`src/rtl/ws2812_pkg.sv`:
```
// ws2812_pkg: shared WS2812 timing derivations and FSM state encoding
package ws2812_pkg;

  typedef enum logic [1:0] {
    ST_GAP  = 2'd0,
    ST_LOAD = 2'd1,
    ST_BIT  = 2'd2
  } state_t;

  function automatic int t_bit(input int mhz);
    return mhz * 5 / 4;
  endfunction

  function automatic int t0h(input int mhz);
    return mhz * 35 / 100;
  endfunction

  function automatic int t1h(input int mhz);
    return mhz * 7 / 10;
  endfunction

  function automatic int t_rst(input int mhz);
    return mhz * 80;
  endfunction

endpackage

```
`src/rtl/ws2812_bit_encoder.sv`:
```
// ws2812_bit_encoder: bit-period counter and registered high/low waveform for one WS2812 bit
module ws2812_bit_encoder #(
  parameter int T_BIT = 15,
  parameter int T0H   = 4,
  parameter int T1H   = 8
) (
  input  logic i_clk,
  input  logic i_rst_n,
  input  logic i_bit_start,
  input  logic i_bit,
  output logic o_data,
  output logic o_bit_last
);

  localparam int CW = $clog2(T_BIT);
  localparam logic [CW-1:0] C_LAST = CW'(T_BIT - 1);
  localparam logic [CW:0] TH0 = (CW + 1)'(T0H);
  localparam logic [CW:0] TH1 = (CW + 1)'(T1H);

  logic [CW-1:0] r_cnt;
  logic          r_run;
  logic          r_data;
  logic [CW-1:0] w_cnt_inc;
  logic [CW:0]   w_th;
  logic          w_cont;

  assign w_cnt_inc  = r_cnt + CW'(1);
  assign w_th       = i_bit ? TH1 : TH0;
  assign o_bit_last = r_run && (r_cnt == C_LAST);
  assign w_cont     = r_run && !o_bit_last;
  assign o_data     = r_data;

  // data is computed from the counter value it will accompany, so the line is high from count 0
  always_ff @(posedge i_clk or negedge i_rst_n) begin
    if (!i_rst_n) begin
      r_cnt  <= '0;
      r_run  <= 1'b0;
      r_data <= 1'b0;
    end else begin
      r_run  <= i_bit_start || w_cont;
      r_cnt  <= i_bit_start ? '0 : w_cont ? w_cnt_inc : '0;
      r_data <= i_bit_start || (w_cont && ({1'b0, w_cnt_inc} < w_th));
    end
  end

endmodule

```
`src/rtl/ws2812_tx.sv`:
```
// ws2812_tx: WS2812 pixel-chain transmitter with reset gap, frame shadow and continuous refresh
module ws2812_tx
  import ws2812_pkg::*;
#(
  parameter int NUM_LEDS = 16,
  parameter int CLK_MHZ  = 12
) (
  input  logic                    CLK,
  input  logic                    RST_N,
  input  logic                    enable,
  input  logic [24*NUM_LEDS-1:0]  packed_rgb_data,
  output logic                    data,
  output logic                    busy,
  output logic                    frame_done
);

  localparam int TB = t_bit(CLK_MHZ);
  localparam int T0 = t0h(CLK_MHZ);
  localparam int T1 = t1h(CLK_MHZ);
  localparam int TR = t_rst(CLK_MHZ);
  localparam int LW = (NUM_LEDS > 1) ? $clog2(NUM_LEDS) : 1;
  localparam int GW = $clog2(TR + 1);
  localparam logic [GW-1:0] GAP_TC   = GW'(TR - 1);
  localparam logic [GW-1:0] GAP_MAX  = GW'(TR);
  localparam logic [LW-1:0] LED_LAST = LW'(NUM_LEDS - 1);

  state_t                        r_state;
  state_t                        w_next;
  logic [GW-1:0]                 r_gap;
  logic [LW-1:0]                 r_led;
  logic [4:0]                    r_bit;
  logic [NUM_LEDS-1:0][23:0]     r_shadow;
  logic                          r_busy;
  logic                          r_done;
  logic                          w_bit_start;
  logic                          w_bit_last;
  logic                          w_done;
  logic                          w_bit;

  assign w_bit      = r_shadow[r_led][r_bit];
  assign busy       = r_busy;
  assign frame_done = r_done;

  ws2812_bit_encoder #(
    .T_BIT (TB),
    .T0H   (T0),
    .T1H   (T1)
  ) u_enc (
    .i_clk       (CLK),
    .i_rst_n     (RST_N),
    .i_bit_start (w_bit_start),
    .i_bit       (w_bit),
    .o_data      (data),
    .o_bit_last  (w_bit_last)
  );

  // next state: a gap of TR cycles, one load cycle, then back-to-back bits until the last LED's bit 0
  always_comb begin
    w_next      = ST_GAP;
    w_bit_start = 1'b0;
    w_done      = 1'b0;
    case (r_state)
      ST_GAP:  w_next = (r_gap >= GAP_TC && enable) ? ST_LOAD : ST_GAP;
      ST_LOAD: begin
        w_next      = ST_BIT;
        w_bit_start = 1'b1;
      end
      ST_BIT:  begin
        w_done      = w_bit_last && r_bit == 5'd0 && r_led == LED_LAST;
        w_next      = w_done ? ST_GAP : ST_BIT;
        w_bit_start = w_bit_last && !w_done;
      end
      default: w_next = ST_GAP;
    endcase
  end

  // state register
  always_ff @(posedge CLK or negedge RST_N) begin
    if (!RST_N) r_state <= ST_GAP;
    else        r_state <= w_next;
  end

  // gap counter, shadow capture, pixel/bit indices and registered status outputs
  always_ff @(posedge CLK or negedge RST_N) begin
    if (!RST_N) begin
      r_gap    <= '0;
      r_led    <= '0;
      r_bit    <= '0;
      r_shadow <= '0;
      r_busy   <= 1'b0;
      r_done   <= 1'b0;
    end else begin
      r_gap  <= (r_state != ST_GAP) ? '0 : (r_gap == GAP_MAX) ? r_gap : r_gap + GW'(1);
      r_busy <= (w_next != ST_GAP);
      r_done <= w_done;
      if (r_state == ST_LOAD) begin
        r_shadow <= packed_rgb_data;
        r_led    <= '0;
        r_bit    <= 5'd23;
      end else if (r_state == ST_BIT && w_bit_last && !w_done) begin
        r_bit <= (r_bit == 5'd0) ? 5'd23 : r_bit - 5'd1;
        if (r_bit == 5'd0) r_led <= r_led + LW'(1);
      end
    end
  end

endmodule

```
`config.mk`:
```
export PLATFORM = sky130hd
export DESIGN_NAME = ws2812_tx
export DESIGN_NICKNAME = d
export VERILOG_FILES = /design/src/rtl/ws2812_pkg.sv /design/src/rtl/ws2812_bit_encoder.sv /design/src/rtl/ws2812_tx.sv
export SDC_FILE = /design/constraint.sdc
export NUM_CORES = 1
export LEC_CHECK = 0
export CAP_MARGIN = 40
export CORE_MARGIN = 5
export CORE_UTILIZATION = 26
export CTS_CLUSTER_SIZE = 40
export DETAILED_ROUTE_END_ITERATION = 6
export HOLD_SLACK_MARGIN = 0.15
export PLACE_DENSITY = 0.51
export SYNTH_ARGS = -nofsm -noshare
export SYNTH_HDL_FRONTEND = slang
export SYNTH_SLANG_ARGS = --single-unit
```
`constraint.sdc`:
```
create_clock -name CLK -period 5.3 [get_ports CLK]
set_input_delay 1.06 -clock CLK [delete_from_list [all_inputs] [get_ports CLK]]
set_output_delay 1.06 -clock CLK [all_outputs]
set_load 0.005 [all_outputs]
```
### Yosys cells after proc, flatten, opt, wreduce, memory -nomap -nowiden

Cells that the tools add are included.

* bitwise gates (word level): 0
* multiplexer cells: 20
* add/sub/neg operators: 4
* $mul: 0
* shift operators: 0
* eq/ne operators: 6
* reduce and logical (&&, ||, !) cells: 21
* divide/modulo/power cells: 0
* $lt $le $gt $ge: 4

Operators by type and width (count)
* $bmux W24 S4: 1
* $mux W24: 1
* $mux W4: 6
* $mux W10: 2
* $mux W5: 3
* $add A10 B1 Y10 const B: 1
* $eq A10 B10 Y1 const B: 1
* $ge A10 B10 Y1 const B: 1
* $logic_and A1 B1 Y1: 9
* $add A4 B1 Y4 const B: 2
* $eq A4 B4 Y1 const B: 2
* $reduce_bool A2 Y1: 4
* $lt A5 B6 Y1 const B: 1
* $pmux W2 S3: 1
* $bmux W1 S5: 1
* $logic_not A5 Y1: 1
* $lt A4 B5 Y1: 1
* $lt A4 B5 Y1 const B: 1
* $sub A5 B1 Y5 const B: 1
* $logic_not A1 Y1: 3
* $mux W1: 3
* $eq A2 B1 Y1 const B: 1
* $eq A2 B2 Y1 const B: 1
* $logic_not A2 Y1: 1
* other kinds (5): 6

* input bits: 387
* memory bits (read-only): 0
* output and inout bits: 3
* register bits: 413
* bits in latches: 0
* memories: 0
* word-level logic and storage cells: 80
* memory bits (writable): 0

### Depth between registers and ports, before layout

* depth in word-level cells: 9
* gate-level depth with buffers: 14

### Modules after synthesis

A second synthesis with hierarchy kept.

* cells, all modules: 1238
* area total of the unflattened synthesis: 18874.4 um^2

Modules (own cells, without submodules)
* ws2812_tx: cells an instance 1211, area each 18575.3 um^2, sequential area each 10184.8 um^2, instances 1
* ws2812_bit_encoder: cells an instance 27, area each 299.0 um^2, sequential area each 150.1 um^2, instances 1

### Least setup slack after synthesis

OpenSTA, ideal clock, no wires.

* kind: flip-flop to flip-flop
* start point: register r_led[0]
* end point: register u_enc.r_data (netlist: u_enc.o_data)
* setup time: 0.076 ns
* arrival time: 2.908 ns
* cell stages (with the launch flop): 15
* clock period less this slack: 2.984 ns
* setup slack: 2.316 ns
* data required time: 5.224 ns
* cells stage by stage: dfrtp_1 -> buf_6 -> buf_12 -> buf_6 -> buf_2 -> and2b_1 -> a211oi_1 -> o211ai_1 -> nand4_1 -> nor3_1 -> o31ai_1 -> nor2_1 -> ha_1 -> or4b_1 -> o21ai_1

* cells in the longest elaborated chain, start to end: 8
* elaborated cells on any way between the ends: 13

Ends and longest elaborated chain
* start, declared: RTL line ws2812_tx.sv:30 `logic [LW-1:0] r_led;`
* start signal, assigned: RTL line ws2812_tx.sv:102 `if (r_bit == 5'd0) r_led <= r_led + LW'(1);`
* $bmux W24 S4: RTL line ws2812_tx.sv:40 `assign w_bit = r_shadow[r_led][r_bit];`
* $mux W24 (implied by the code): RTL line ws2812_tx.sv:40
* $bmux W1 S5: RTL line ws2812_tx.sv:40
* $mux W1 (implied by the code): RTL line ws2812_tx.sv:40
* $mux W4: RTL line ws2812_bit_encoder.sv:28 `assign w_th = i_bit ? TH1 : TH0;`
* $lt A4 B5 Y1: RTL line ws2812_bit_encoder.sv:42 `r_data <= i_bit_start || (w_cont && ({1'b0, w_cnt_inc} < w_th));`
* $logic_and A1 B1 Y1: RTL line ws2812_bit_encoder.sv:42
* $logic_or A1 B1 Y1 *: RTL line ws2812_bit_encoder.sv:42
* end signal, assigned: RTL line ws2812_bit_encoder.sv:42
* end, declared: RTL line ws2812_bit_encoder.sv:22 `logic r_data;`

Mark *: on every way between the ends. The rest lies on a longest branch, timed or not. The select of a mux whose other input is x is not followed.
A chain may end at the register's enable or synchronous reset.

### Final worst setup path

* start point: register r_led[3]
* end point: register u_enc.r_data (netlist: u_enc.o_data)

The elaborated chain is that of the path after synthesis.

==> metrics.md <==
| Metric | Value |
|---|---|
| Status | finished, final reports clean |
| Via count | 12152 |
| Share of the synthesized area in the top cell type | 0.549 |
| Number of port buffers | 389 |
| Most numerous cell in the Yosys netlist | dfrtp_1 |
| Max Slew Vio Count | 0 |
| Clock Sinks | between 400 and 500 |
| Clock latency on the worst-skew pair | about 580 ps |
| Synth top cells by count | dfrtp_1 (413), mux2_2 (390), mux4_2 (81) |
| Final cell count without fillers | between 2000 and 3000 |
| Fin crit share | 0.714 |
| Worst-case clock skew | between 10 and 15 ps |
| Syn avg cell area | 15.2 um2 |
| CTS tree | done |
| Initial antenna violation count | 13 |
| Die height | around 280 um |
| ANT nets after route | 0 |
| Post-CTS Resized | 0 |
| Tot Pwr | ~7.3 mW |
| Core Area | a little over 70000 um2 |
| Initial Utilization | 0.263 |
| Hold Path Class | reg2reg |
| Max-Cap Viols | 0 |
| Post-synth cell types | 53 |
| Layout area overhead | 35.9% |
| Crit path max fanout | 28 |
| FF+latch area | between 10000 and 15000 um2 |
| Vias per cell | around 4.7 |
| FFs w/ async S/R, synth | 1.00 |
| VDD IR max | 0.000167 V |
| Worst hold margin | ~500 ps |
| Vias in the first global route | 13265 |
| Placer Congestion | approximately 0.83 |
| Rel. slew slack | 0.402 |
| DR iter-0 viols | approximately 700 |
| Cell area power density | roughly 280 nW/um2 |
| Setup_tns | 0 ps |
| FILL cells | 6928 |
| CP required | 5810 ps |
| Final WS setup | between 1500 and 2000 ps |
| Post-synth EDFFs | 0 |
| Hold_sp | r_shadow[51] |
| Endpoints failing setup | 0 |
| Aggregate global routing overflow | 0 |
| Yosys Warn Count | 0 |
| Min cycle time layout | 3790 ps |
| Fin nets | 2013 |
| Synthesized cell area | approximately 19000 um2 |
| RR Startpoint | r_led[3] |
| Hold-fix buffers, CTS | 0 |
| Final Hold Viols | 0 |
| Root Buffer | clkbuf_16 |
| Worst Setup Path Type | reg2reg |
| Ports | 390 |
| CTS Buffer Depth | 3 |
| Dpl ws | between 1000 and 1500 ps |
| Ys flop type | dfrtp_1 |
| Share of cells above drive strength 1 | 0.353 |
| Unrepaired setup endpoints after global routing | false |
| Area leader, netlist | dfrtp_1 |
| Detailed Route WL | approximately 60 mm |
| Placed cell count | between 2000 and 3000 |
| Synth area leaders | dfrtp_1 (55%), mux2_2 (23%), mux4_2 (9.7%) |
| Critical path startpoint category | flop |
| Multi-input combinational cell area | around 8100 um2 |
| Critical Path AT | 4290 ps |
| H-tree levels | 2 |
| Setup crit start | r_led[3] |
| DR pass1 iterations | 5 |
| Cell Rows | ~100 |
| Syn nets | approximately 1600 |
| Seq cells post-synth | just over 400 |
| Post-DP HPWL | 45.5 mm |
| Reg2Reg Setup Slack | 1510 ps |
| Num CTS Buffers | 50 |
| Leakage | 11.4 nW |
| Drt wl/cell | 23.5 um |
| Global router's overall resource usage | 0.153 |
| Total setup buffers inserted after CTS | 0 |
| Seq/Total Area, Yosys | 0.549 |
| Die ar. | ~78000 um2 |
| Drc violations | 0 |
| First-pass GRT wire length | ~89 mm |
| Largest net degree at the start of global routing | around 150 |
| Worst-margin pin slew | about 900 ps |
| Clk pin slew, worst setup/hold paths | about 60 ps |
| Crit end category | flop |
| Max Clock Freq | ~260 MHz |
| Synthesized instance count | roughly 1200 |
| Die X | 279 um |
## layout by cell type (no fill, tap or decap), types with 3 or more instances in the layout
cell	n
nand3_1	27
nand2b_1	11
buf_12	7
xnor2_1	8
mux2_2	390
a21oi_1	14
clkbuf_8	14
nor3_1	6
dfrtp_1	410
clkdlybuf4s50_1	388
mux4_2	81
mux4_1	5
bufinv_16	8
a2111oi_0	3
ha_1	11
mux2i_1	26
a211oi_1	6
nand4_1	6
a22oi_1	25
inv_1	11
xor2_1	4
nor2_1	21
and3_1	5
clkbuf_16	51
diode_2	6
o22ai_1	3
buf_4	13
or3_1	3
o21ai_0	8
nor4_1	4
clkbuf_1	10
nand2_1	17
and2_1	9
nor2b_1	3
## critical path, stage by stage, from the launching register on
cell and delay (ps):
dfrtp_2 910, buf_4 350, nor2b_2 490, a22oi_1 180, a211oi_1 260, nor3_1 70, o31ai_1 490, nor2_1 90
ha_1 210, or4b_1 530, o21ai_1 130
## stage by stage
step	utilization	instance area, um2
final	0.357	25600
after global routing	0.357	25600
after CTS	0.357	25600
after detailed placement	0.332	23800
after global placement	0.332	23800
after floorplan	-	18800
## routing by layer
metal  up-vias  global-route usage  routed length, um
met5         -                   0                 90
met3        93              0.0385               3590
met4        14              0.0375               1270
li1       5390                   -                  -
met2       303               0.249              29100
met1      6352               0.206              27300
## kinds of logic after synthesis
logic type | after synthesis | share of synthesized area
AND/OR/NAND/NOR | 128 | 0.0363
AO/OA/AOI/OAI | 75 | 0.0271
buffers and inverters | 95 | 0.0231
adder cells (fa/ha/maj) | 12 | 0.00798
multiplexers | 502 | 0.351
flip-flops | 413 | 0.549
XOR/XNOR | 12 | 0.00558
## power by group
part	internal (mW)	switching, mW
clock network	2.34	1.37
logic	0.255	0.134
registers	3.15	0
total	5.75	1.51
## flip-flops by register name, summed over array words and instances (netlist names)
register      flops
r_shadow        384
r_gap            10
r_bit             5
r_led             4
u_enc.r_cnt       4
r_state           2
busy              1
frame_done        1
u_enc.o_data      1
u_enc.r_run       1
## final cells by class
class                      instances  share of cell area
sequential                       413               0.404
multi-input combinational        729               0.316
timing repair buffer             409               0.162
clock buffer                      75              0.0589
tap                              950              0.0465
clock inverter                    14              0.0111
inverter                          11             0.00161
antenna                            6            0.000587
## path summary, 6_finish.rpt
check,endpoint,depth (start not counted)
min in group asynchronous,r_shadow[116],1
worst max register to register,u_enc.o_data,10
worst min-delay path,r_shadow[51],1
worst min register to register,r_shadow[51],1
max in group asynchronous,r_shadow[266],2
worst max-delay path,u_enc.o_data,10
Note: power is estimated with default switching activity, not from simulation.
